===== src/rtl/tpu_pkg.sv =====
// Shared types and default timing constants for the TPU pass sequencer.
package tpu_pkg;

    // Sequencer states; encodings are fixed so they can be matched in traces.
    typedef enum logic [2:0] {
        IDLE   = 3'd0,
        WAIT_W = 3'd1,
        POP_W  = 3'd2,
        RELOAD = 3'd3,
        STREAM = 3'd4,
        DRAIN  = 3'd5,
        DONE   = 3'd6
    } state_t;

    // Cycles from an address issue to the matching result row.
    localparam int RESULT_LATENCY_DEF = 24;
    // Cycles the weight-reload strobe is held for one tile.
    localparam int WLOAD_CYCLES_DEF   = 8;

endpackage


===== src/rtl/tpu_sequencer_if.sv =====
// Host / datapath signal bundle of the TPU pass sequencer.
interface tpu_sequencer_if #(
    parameter int ADDRESSSIZE = 10,
    parameter int MATRIX_SIZE = 8
);
    logic                           start;
    logic [ADDRESSSIZE-1:0]         base_addr;
    logic [$clog2(MATRIX_SIZE):0]   num_rows;
    logic                           fifo_empty;
    logic                           fifo_read_enable;
    logic                           we_rl;
    logic [ADDRESSSIZE-1:0]         ub_addr;
    logic                           ub_addr_valid;
    logic                           result_valid;
    logic [$clog2(MATRIX_SIZE)-1:0] result_index;
    logic                           busy;
    logic                           end_;

    // Host side: issues passes and reports FIFO state.
    modport master (
        output start, base_addr, num_rows, fifo_empty,
        input  fifo_read_enable, we_rl, ub_addr, ub_addr_valid,
               result_valid, result_index, busy, end_
    );

    // Sequencer side.
    modport slave (
        input  start, base_addr, num_rows, fifo_empty,
        output fifo_read_enable, we_rl, ub_addr, ub_addr_valid,
               result_valid, result_index, busy, end_
    );
endinterface


===== src/rtl/tpu_sequencer_delay.sv =====
// Fixed-depth 1-bit delay line tracking which cycles carry live result rows.
module valid_delay_line #(
    parameter int DEPTH = 24
) (
    input  logic clk,
    input  logic rst,
    input  logic i_din,
    output logic o_dout
);
    logic [DEPTH-1:0] r_taps;

    // Shift the issue-valid flag one stage per cycle; reset flushes all in-flight rows.
    always_ff @(posedge clk) begin
        if (rst) begin
            r_taps <= '0;
        end else begin
            r_taps[0] <= i_din;
            for (int k = 1; k < DEPTH; k++) begin
                r_taps[k] <= r_taps[k-1];
            end
        end
    end

    assign o_dout = r_taps[DEPTH-1];
endmodule


===== src/rtl/tpu_sequencer.sv =====
// Control FSM for one matrix-multiply pass: weight pop, reload, activation
// streaming and result-row tracking. All outputs are registered.
import tpu_pkg::*;

module tpu_sequencer #(
    parameter int ADDRESSSIZE    = 10,
    parameter int MATRIX_SIZE    = 8,
    parameter int WLOAD_CYCLES   = WLOAD_CYCLES_DEF,
    parameter int RESULT_LATENCY = RESULT_LATENCY_DEF
) (
    input logic            clk,
    input logic            rst,
    tpu_sequencer_if.slave bus
);
    localparam int RW = $clog2(MATRIX_SIZE) + 1;
    localparam int IW = $clog2(MATRIX_SIZE);
    localparam int WW = $clog2(WLOAD_CYCLES + 1);

    state_t                 r_state;
    state_t                 w_state_next;
    logic [ADDRESSSIZE-1:0] r_addr;
    logic [ADDRESSSIZE-1:0] r_ub_addr;
    logic [RW-1:0]          r_rows;
    logic [RW-1:0]          r_issue;
    logic [RW-1:0]          r_res_cnt;
    logic [WW-1:0]          r_wl_cnt;
    logic [IW-1:0]          r_res_idx;
    logic                   r_fre;
    logic                   r_we_rl;
    logic                   r_ub_valid;
    logic                   r_busy;
    logic                   r_end;
    logic                   w_result_valid;

    valid_delay_line #(.DEPTH(RESULT_LATENCY)) u_valid_delay (
        .clk    (clk),
        .rst    (rst),
        .i_din  (r_ub_valid),
        .o_dout (w_result_valid)
    );

    // Next-state decode; DRAIN exits on the cycle the last result row appears.
    always_comb begin
        w_state_next = r_state;
        case (r_state)
            IDLE:   if (bus.start) w_state_next = (bus.num_rows == '0) ? DONE : WAIT_W;
            WAIT_W: if (!bus.fifo_empty) w_state_next = POP_W;
            POP_W:  w_state_next = RELOAD;
            RELOAD: if (r_wl_cnt == WW'(WLOAD_CYCLES - 1)) w_state_next = STREAM;
            STREAM: if (r_issue == r_rows) w_state_next = DRAIN;
            DRAIN:  if ((r_res_cnt == r_rows) ||
                        (w_result_valid && ((r_res_cnt + RW'(1)) == r_rows)))
                        w_state_next = DONE;
            DONE:   w_state_next = IDLE;
            default: w_state_next = IDLE;
        endcase
    end

    // State, counters and registered outputs, all driven from the decoded next state.
    always_ff @(posedge clk) begin
        if (rst) begin
            r_state    <= IDLE;
            r_addr     <= '0;
            r_ub_addr  <= '0;
            r_rows     <= '0;
            r_issue    <= '0;
            r_res_cnt  <= '0;
            r_wl_cnt   <= '0;
            r_res_idx  <= '0;
            r_fre      <= 1'b0;
            r_we_rl    <= 1'b0;
            r_ub_valid <= 1'b0;
            r_busy     <= 1'b0;
            r_end      <= 1'b0;
        end else begin
            r_state <= w_state_next;
            r_fre   <= (w_state_next == POP_W);
            r_we_rl <= (w_state_next == RELOAD);
            r_busy  <= (w_state_next != IDLE);
            r_end   <= (w_state_next == DONE);

            if (r_state == POP_W)
                r_wl_cnt <= '0;
            else if (r_state == RELOAD)
                r_wl_cnt <= r_wl_cnt + WW'(1);

            // Issue one activation address per STREAM cycle; wraps naturally.
            if (w_state_next == STREAM) begin
                r_ub_addr  <= r_addr;
                r_addr     <= r_addr + ADDRESSSIZE'(1);
                r_issue    <= r_issue + RW'(1);
                r_ub_valid <= 1'b1;
            end else begin
                r_ub_valid <= 1'b0;
            end

            // Result index advances after each valid row and holds otherwise.
            if (w_result_valid) begin
                r_res_cnt <= r_res_cnt + RW'(1);
                r_res_idx <= r_res_idx + IW'(1);
            end

            // Accepted start captures the pass parameters and restarts all counts.
            if (r_state == IDLE && bus.start) begin
                r_addr    <= bus.base_addr;
                r_rows    <= bus.num_rows;
                r_issue   <= '0;
                r_res_cnt <= '0;
                r_res_idx <= '0;
            end
        end
    end

    assign bus.fifo_read_enable = r_fre;
    assign bus.we_rl            = r_we_rl;
    assign bus.ub_addr          = r_ub_addr;
    assign bus.ub_addr_valid    = r_ub_valid;
    assign bus.result_valid     = w_result_valid;
    assign bus.result_index     = r_res_idx;
    assign bus.busy             = r_busy;
    assign bus.end_             = r_end;
endmodule


===== src/flat_wrapper.sv =====
// flat-port wrapper written by rule: the top's interface ports become plain ports
module tpu_sequencer_flat 
#(
    parameter int ADDRESSSIZE    = 10,
    parameter int MATRIX_SIZE    = 8,
    parameter int WLOAD_CYCLES   = WLOAD_CYCLES_DEF,
    parameter int RESULT_LATENCY = RESULT_LATENCY_DEF
)
  (clk, rst, bus_start, bus_base_addr, bus_num_rows, bus_fifo_empty, bus_fifo_read_enable, bus_we_rl, bus_ub_addr, bus_ub_addr_valid, bus_result_valid, bus_result_index, bus_busy, bus_end_);
  tpu_sequencer_if #(.ADDRESSSIZE(ADDRESSSIZE), .MATRIX_SIZE(MATRIX_SIZE)) bus_i ();
  input logic clk;
  input logic rst;
  input wire logic [$bits(bus_i.start)-1:0] bus_start;
  input wire logic [$bits(bus_i.base_addr)-1:0] bus_base_addr;
  input wire logic [$bits(bus_i.num_rows)-1:0] bus_num_rows;
  input wire logic [$bits(bus_i.fifo_empty)-1:0] bus_fifo_empty;
  output wire logic [$bits(bus_i.fifo_read_enable)-1:0] bus_fifo_read_enable;
  output wire logic [$bits(bus_i.we_rl)-1:0] bus_we_rl;
  output wire logic [$bits(bus_i.ub_addr)-1:0] bus_ub_addr;
  output wire logic [$bits(bus_i.ub_addr_valid)-1:0] bus_ub_addr_valid;
  output wire logic [$bits(bus_i.result_valid)-1:0] bus_result_valid;
  output wire logic [$bits(bus_i.result_index)-1:0] bus_result_index;
  output wire logic [$bits(bus_i.busy)-1:0] bus_busy;
  output wire logic [$bits(bus_i.end_)-1:0] bus_end_;
  assign bus_i.start = bus_start;
  assign bus_i.base_addr = bus_base_addr;
  assign bus_i.num_rows = bus_num_rows;
  assign bus_i.fifo_empty = bus_fifo_empty;
  assign bus_fifo_read_enable = bus_i.fifo_read_enable;
  assign bus_we_rl = bus_i.we_rl;
  assign bus_ub_addr = bus_i.ub_addr;
  assign bus_ub_addr_valid = bus_i.ub_addr_valid;
  assign bus_result_valid = bus_i.result_valid;
  assign bus_result_index = bus_i.result_index;
  assign bus_busy = bus_i.busy;
  assign bus_end_ = bus_i.end_;
  tpu_sequencer #(.ADDRESSSIZE(ADDRESSSIZE), .MATRIX_SIZE(MATRIX_SIZE), .WLOAD_CYCLES(WLOAD_CYCLES), .RESULT_LATENCY(RESULT_LATENCY)) u_core (.clk(clk), .rst(rst), .bus(bus_i));
endmodule

===== config.mk =====
export PLATFORM = sky130hd
export DESIGN_NAME = tpu_sequencer_flat
export DESIGN_NICKNAME = d
export VERILOG_FILES = /design/src/rtl/tpu_pkg.sv /design/src/rtl/tpu_sequencer_if.sv /design/src/rtl/tpu_sequencer_delay.sv /design/src/rtl/tpu_sequencer.sv /design/src/flat_wrapper.sv
export SDC_FILE = /design/constraint.sdc
export NUM_CORES = 1
export LEC_CHECK = 0
export CAP_MARGIN = 20
export CORE_ASPECT_RATIO = 1.2
export CORE_UTILIZATION = 57
export CTS_BUF_LIST = sky130_fd_sc_hd__clkbuf_8
export CTS_CLUSTER_DIAMETER = 80
export CTS_CLUSTER_SIZE = 20
export DETAILED_ROUTE_END_ITERATION = 7
export PLACE_DENSITY = 0.92
export SLEW_MARGIN = 20
export SYNTH_ARGS = -nofsm -noshare
export SYNTH_HDL_FRONTEND = slang
export SYNTH_SLANG_ARGS = --single-unit

===== constraint.sdc =====
create_clock -name clk -period 2.3 [get_ports clk]
set_input_delay 0.23 -clock clk [delete_from_list [all_inputs] [get_ports clk]]
set_output_delay 0.23 -clock clk [all_outputs]
set_load 0.02 [all_outputs]

==> results of run 1 <==
## worst max-delay path, delay by kind of cell (launching register included)
family          cells  cell delay [ns]
flops               1             0.36
simple gates        2             0.81
compound gates      3             0.74
fa+ha+maj           1             0.19
## how the worst min path moves through the flow
stage                               startpoint                               to  slack (ns)  depth (start not counted)
2_1_floorplan                  bus_num_rows[0]                 u_core.r_rows[0]        0.37                          2
3_3_place_gp    u_core.u_valid_delay.r_taps[3]   u_core.u_valid_delay.r_taps[4]        0.42                          1
3_5_place_dp   u_core.u_valid_delay.r_taps[21]  u_core.u_valid_delay.r_taps[22]        0.42                          1
4_1_cts                                    rst               u_core.r_wl_cnt[3]        0.40                          2
5_1_grt        u_core.u_valid_delay.r_taps[10]  u_core.u_valid_delay.r_taps[11]        0.45                          1
6_report                                   rst               u_core.r_wl_cnt[3]        0.40                          2
## layout make-up
type / count / area, um2 / share of cell area (%)
clock buffer: 9 / 124 / 3.47
clock inverter: 7 / 71.3 / 2.00
inverter: 3 / 11.3 / 0.316
multi-input combinational: 216 / 1410 / 39.6
sequential: 71 / 1430 / 39.9
tap: 58 / 72.6 / 2.03
timing repair buffer: 47 / 450 / 12.6
## cell usage after synthesis (4+ instances only)
cell type and instances:
nand2_1 42, nand3_1 6, o21ai_0 4, dfxtp_1 71, ha_1 5, nand2b_1 4, nor2_1 29, a311oi_1 5
a21oi_1 23, xnor2_1 9, xor2_1 9, clkbuf_1 10, nor2b_1 27, nor3_1 7
## state kept, by name (all words and copies together), names as in the netlist
name / flops
u_core.u_valid_delay.r_taps: 24
u_core.bus.ub_addr: 10
u_core.r_addr: 10
u_core.r_issue: 4
u_core.r_res_cnt: 4
u_core.r_rows: 4
u_core.r_wl_cnt: 4
u_core.bus.result_index: 3
u_core.r_state: 3
u_core.bus.busy: 1
u_core.bus.end_: 1
u_core.bus.fifo_read_enable: 1
u_core.bus.ub_addr_valid: 1
u_core.bus.we_rl: 1
## report_power, final
group	leakage, nW	switching [W]	internal [W]
clock network	0.0974	0.000486	0.000502
registers	0.577	0.0000505	0.00127
logic	0.606	0.000170	0.000136
## stage by stage
step	cells	worst slack, ns	cell area [um2]	power, W	hold slack, ns
2_1_floorplan	306	0.205	2860	0.00153	0.366
3_5_place_dp	395	-0.0603	3320	0.00163	0.424
5_1_grt	411	-0.0302	3570	0.00271	0.451
4_1_cts	411	0.0712	3510	0.00259	0.398
3_3_place_gp	395	0.00979	3320	0.00162	0.418
6_report	411	0.119	3570	0.00261	0.405
## routing by layer
| layer | vias up | track usage [%] |
|---|---|---|
| met5 | - | 0 |
| met4 | 0 | 14.0 |
| met3 | 13 | 4.00 |
| met2 | 72 | 41.2 |
| met1 | 1087 | 28.7 |
| li1 | 1135 | - |
## cell families (layout without fill, tap and decap cells)
kind of cell / Yosys count / count (layout) / synth area share [%]
AOI/OAI and AO/OA: 52 / 52 / 13.3
and+or+nand+nor: 139 / 139 / 25.8
xor gates and xnor gates: 18 / 18 / 5.50
DFF: 71 / 71 / 49.6
buffers and inverters: 19 / 66 / 2.88
adders and majority gates: 5 / 5 / 2.18
muxes: 2 / 2 / 0.699
==> results.yml, run 1 <==
status:
  status: "complete, no violations"
timing:
  fmax_mhz: 458
  setup-violations-final: 0
  maxSlewViolCount: 0
  period_share_pct: 94.8
  setup_tns_ns: 0
  finClkSkew_ns: 0.00865
  hold_viol_final: 0
  slew_headroom_pct: 46.8
  worstMarginPinSlew_ns: 0.792
  min_period_ns: 2.18
setup_path:
  timing.rr.end: "u_core.r_addr[6]"
  regToRegSetupSlack_ns: 0.12
  critPathCapture: "u_core.r_addr[6]"
  end_kind: "flop"
  worst_path_max_delay_cell: "or4_1"
  path_max_fanout: 4
  max_stage_delay_ns: 0.50
  critPathKind: "reg2reg"
  start_kind: "flop"
  arrival_ns: 2.44
  worstPathRequired_ns: 2.56
  crit_chain: "ha_2 > and4b_2 > o211ai_4 > a211o_4 > or4_1 > a311oi_1"
  crit_path_start: "u_core.r_wl_cnt[0]"
  rr_startpoint: "u_core.r_wl_cnt[0]"
  rr_worst_depth: 6
drt:
  vias: 2307
  vias_per_cell: 5.61
  ant_nets: 0
  wl_met3_um: 249
  drtIter0Drc: 84
  wl_met1_mm: 2.57
  firstDrtPassIters: 4
  wl_met2_mm: 2.99
  drc_errors: 0
  wirelength_mm: 5.96
  detail_route.wl_per_cell_um: 14.5
  highest_layer: "met4"
global_route:
  grt_pass1_wl_mm: 9.62
  antenna_found_initial: 0
  grt_pass1_vias: 2192
  gr-total-overflow: 0
  grt_max_degree: 40
  grt_usage_pct: 24.4
power_and_ir_drop:
  peakVddDrop_uv: 450
  leakagePower_nw: 1.28
  power_density_nw_per_um2: 733
synthesis:
  yosys_warnings: 0
  ys_types: 49
  syn_avg_cell_area_um2: 9.36
  ys.flop_type: "dfxtp_1"
  syn_nets: 329
  syn_area_um2: 2860
  seq_area_frac_synth_pct: 49.6
  synthCells: 306
  async_reset_ff_share_pct: 0
  synth_seq_cells: 71
  synth_edf_count: 0
  ys_top_cells_by_area: "dfxtp_1 (50%), nor2b_1 (5.9%), nand2_1 (5.5%)"
  yosys.area.top_type: "dfxtp_1"
  netlist.area_leader.share_pct: 49.6
clock_network:
  clockRootBuffer: "clkbuf_8"
  cts_made_buffers: 9
  cts_hold_buf: 0
  cts.sinks: 71
  cts_tree: "built"
  post_cts_resize_count: 0
  clockBufferDepth: 2
  postCtsSetupBuffers: 0
  clk_pin_slew_ns: 0.07
  htreeDepth: 3
  clk_latency_ns: 0.35
final_layout:
  final_nets: 371
  layout_commonest_cell: "dfxtp_1"
  antennaDiodeCount: 0
  final_cell_mix: "dfxtp_1 (68), nand2_1 (42), clkdlybuf4s50_1 (35)"
  fin_util_pct: 76.0
  drive_above_1_share_pct: 12.5
  nFillCells: 344
  syn_to_final_growth_pct: 24.6
worst_hold_path:
  hold_path_class: "in2reg"
floorplanning:
  dieArea_um2: 5310
  fp.dieH_um: 79.7
  io_pins: 37
  num_rows: 27
  dieWidth_um: 66.7
  start_util_pct: 61.0
  core_um2: 4700
placed_design:
  hpwlAfterDp_mm: 3.89
  portBuffers: 36
  place.gp.congestion: 0.838
run:
  cap_violations: 0
No activity file was read; power rests on OpenSTA's default activity.
==> run 2, diff against run 1 <==
--- a/config.mk
+++ b/config.mk
@@ -7,12 +7,12 @@
 export LEC_CHECK = 0
 export CAP_MARGIN = 20
 export CORE_ASPECT_RATIO = 1.2
-export CORE_UTILIZATION = 57
+export CORE_UTILIZATION = 30
 export CTS_BUF_LIST = sky130_fd_sc_hd__clkbuf_8
 export CTS_CLUSTER_DIAMETER = 80
 export CTS_CLUSTER_SIZE = 20
 export DETAILED_ROUTE_END_ITERATION = 7
-export PLACE_DENSITY = 0.92
+export PLACE_DENSITY = 0.59
 export SLEW_MARGIN = 20
 export SYNTH_ARGS = -nofsm -noshare
 export SYNTH_HDL_FRONTEND = slang
==> run 2 against run 1 <==
Effect of this change:
- non-clock buffer count is 1 higher
- power is 1.0% higher
- critical path depth stayed put
- worst hold slack worse by 0.073 ns
- via count is 2.6% lower
- utilization is 36 points lower
- worst setup slack worse by 0.011 ns
- critical path type unchanged
==> results.yml, run 2 (synthesized netlist as in run 1, its figures left out) <==
floorplanning:
  start_util_pct: 31.2
  io_pins: 37
  dieWidth_um: 91.2
  dieArea_um2: 9940
  fp.dieH_um: 109
  core_um2: 9180
  num_rows: 38
placed_design:
  portBuffers: 36
  hpwlAfterDp_mm: 3.88
  place.gp.congestion: 0.785
  dpl_cell_area_um2: 3390
  pre_cts_slack_ns: -0.174
final_layout:
  top_register: "u_core.u_valid_delay.r_taps"
  final_nets: 372
  largest_register_ffs: 24
  seqCellArea_um2: 1420
  multi_input_area_um2: 1400
  nFillCells: 905
  syn_to_final_growth_pct: 27.4
  final_cell_mix: "dfxtp_1 (69), nand2_1 (42), clkdlybuf4s50_1 (35)"
  antennaDiodeCount: 0
  drive_above_1_share_pct: 11.9
  layout_commonest_cell: "dfxtp_1"
  finalInstanceArea_um2: 3650
  fin_util_pct: 39.8
setup_path:
  end_kind: "flop"
  worstPathRequired_ns: 2.54
  path_max_fanout: 5
  critPathBufInv: 0
  start_kind: "flop"
  arrival_ns: 2.43
  critPathKind: "reg2reg"
  rr_worst_depth: 6
  cp.depth: 6
  max_stage_delay_ns: 0.51
  cpLargestDelayFamily: "simple AND/OR/NAND/NOR gates"
  worst_path_max_delay_cell: "or4_1"
  crit_chain: "ha_2 > and4b_2 > o211ai_4 > a211o_4 > or4_1 > a311oi_1"
clock_network:
  cts_tree: "built"
  cts.sinks: 71
  clockRootBuffer: "clkbuf_8"
  clk_latency_ns: 0.34
  clockBufferDepth: 2
  cts_made_buffers: 9
  clk_pin_slew_ns: 0.07
  htreeDepth: 3
  cts_hold_buf: 0
timing:
  worstMarginPinSlew_ns: 0.496
  worst_hold_slack_ns: 0.332
  fmax_mhz: 456
  period_share_pct: 95.3
  min_period_ns: 2.19
  slew_headroom_pct: 66.7
  hold_viol_final: 0
  finClkSkew_ns: 0.00847
  fin_ws_ns: 0.108
  maxSlewViolCount: 0
  setup-violations-final: 0
drt:
  firstDrtPassIters: 4
  vias_per_cell: 4.74
  detail_route.wl_per_cell_um: 12.0
  vias: 2247
  drc_errors: 0
  wirelength_mm: 5.70
  ant_nets: 0
  drtIter0Drc: 75
status:
  status: "complete, no violations"
global_route:
  grt_max_degree: 32
  gr-total-overflow: 0
  grt_pass1_wl_mm: 9.56
  antenna_found_initial: 0
  grt_pass1_vias: 2130
  grt_usage_pct: 12.3
power_and_ir_drop:
  peakVddDrop_uv: 266
  p_total_w: 0.00264
  leakagePower_nw: 1.29
  power_density_nw_per_um2: 724
worst_hold_path:
  min_path_cells: 2
  hold_path_class: "in2reg"
run:
  cap_violations: 0
## run 2: cell type report
class / count / area share (%)
inverter: 3 / 0.309
clock inverter: 5 / 1.54
sequential: 71 / 39.0
multi-input combinational: 216 / 38.3
timing repair buffer: 48 / 12.5
clock buffer: 11 / 4.15
tap: 120 / 4.11
## run 2: routing by layer
| layer | track usage [%] | share of wire (%) | up-vias |
|---|---|---|---|
| met5 | 0 | 0 | - |
| met4 | 6.12 | 1.9 | 0 |
| met2 | 19.4 | 43 | 55 |
| met1 | 15.5 | 50 | 1038 |
| li1 | - | - | 1143 |
| met3 | 3.21 | 4.6 | 11 |
## run 2: timing repair
item | 4_1_cts | 5_1_grt
resized for setup | 0 | 8
setup endpoints to repair | 0 | 5
buffers inserted | 0 | 1
## run 2: worst paths after layout
kind	startpoint	end	slack, ns
max reg2reg	u_core.r_wl_cnt[0]	u_core.r_addr[6]	0.11
min reg2reg	u_core.u_valid_delay.r_taps[10]	u_core.u_valid_delay.r_taps[11]	0.44
min	rst	u_core.r_wl_cnt[0]	0.33
max	u_core.r_wl_cnt[0]	u_core.r_addr[6]	0.11
## run 2: per-stage QoR
step	cells	TNS, ns
3_3_place_gp	457	-0.202
4_1_cts	473	0
5_1_grt	474	-0.0152
6_report	474	0
2_1_floorplan	306	0
3_5_place_dp	457	-0.556
## run 2: power breakdown
| group | total (W) | internal [W] | switching [W] |
|---|---|---|---|
| sequential | 0.00132 | 0.00127 | 0.0000473 |
| clock | 0.00102 | 0.000560 | 0.000463 |
| combinational | 0.000301 | 0.000133 | 0.000168 |
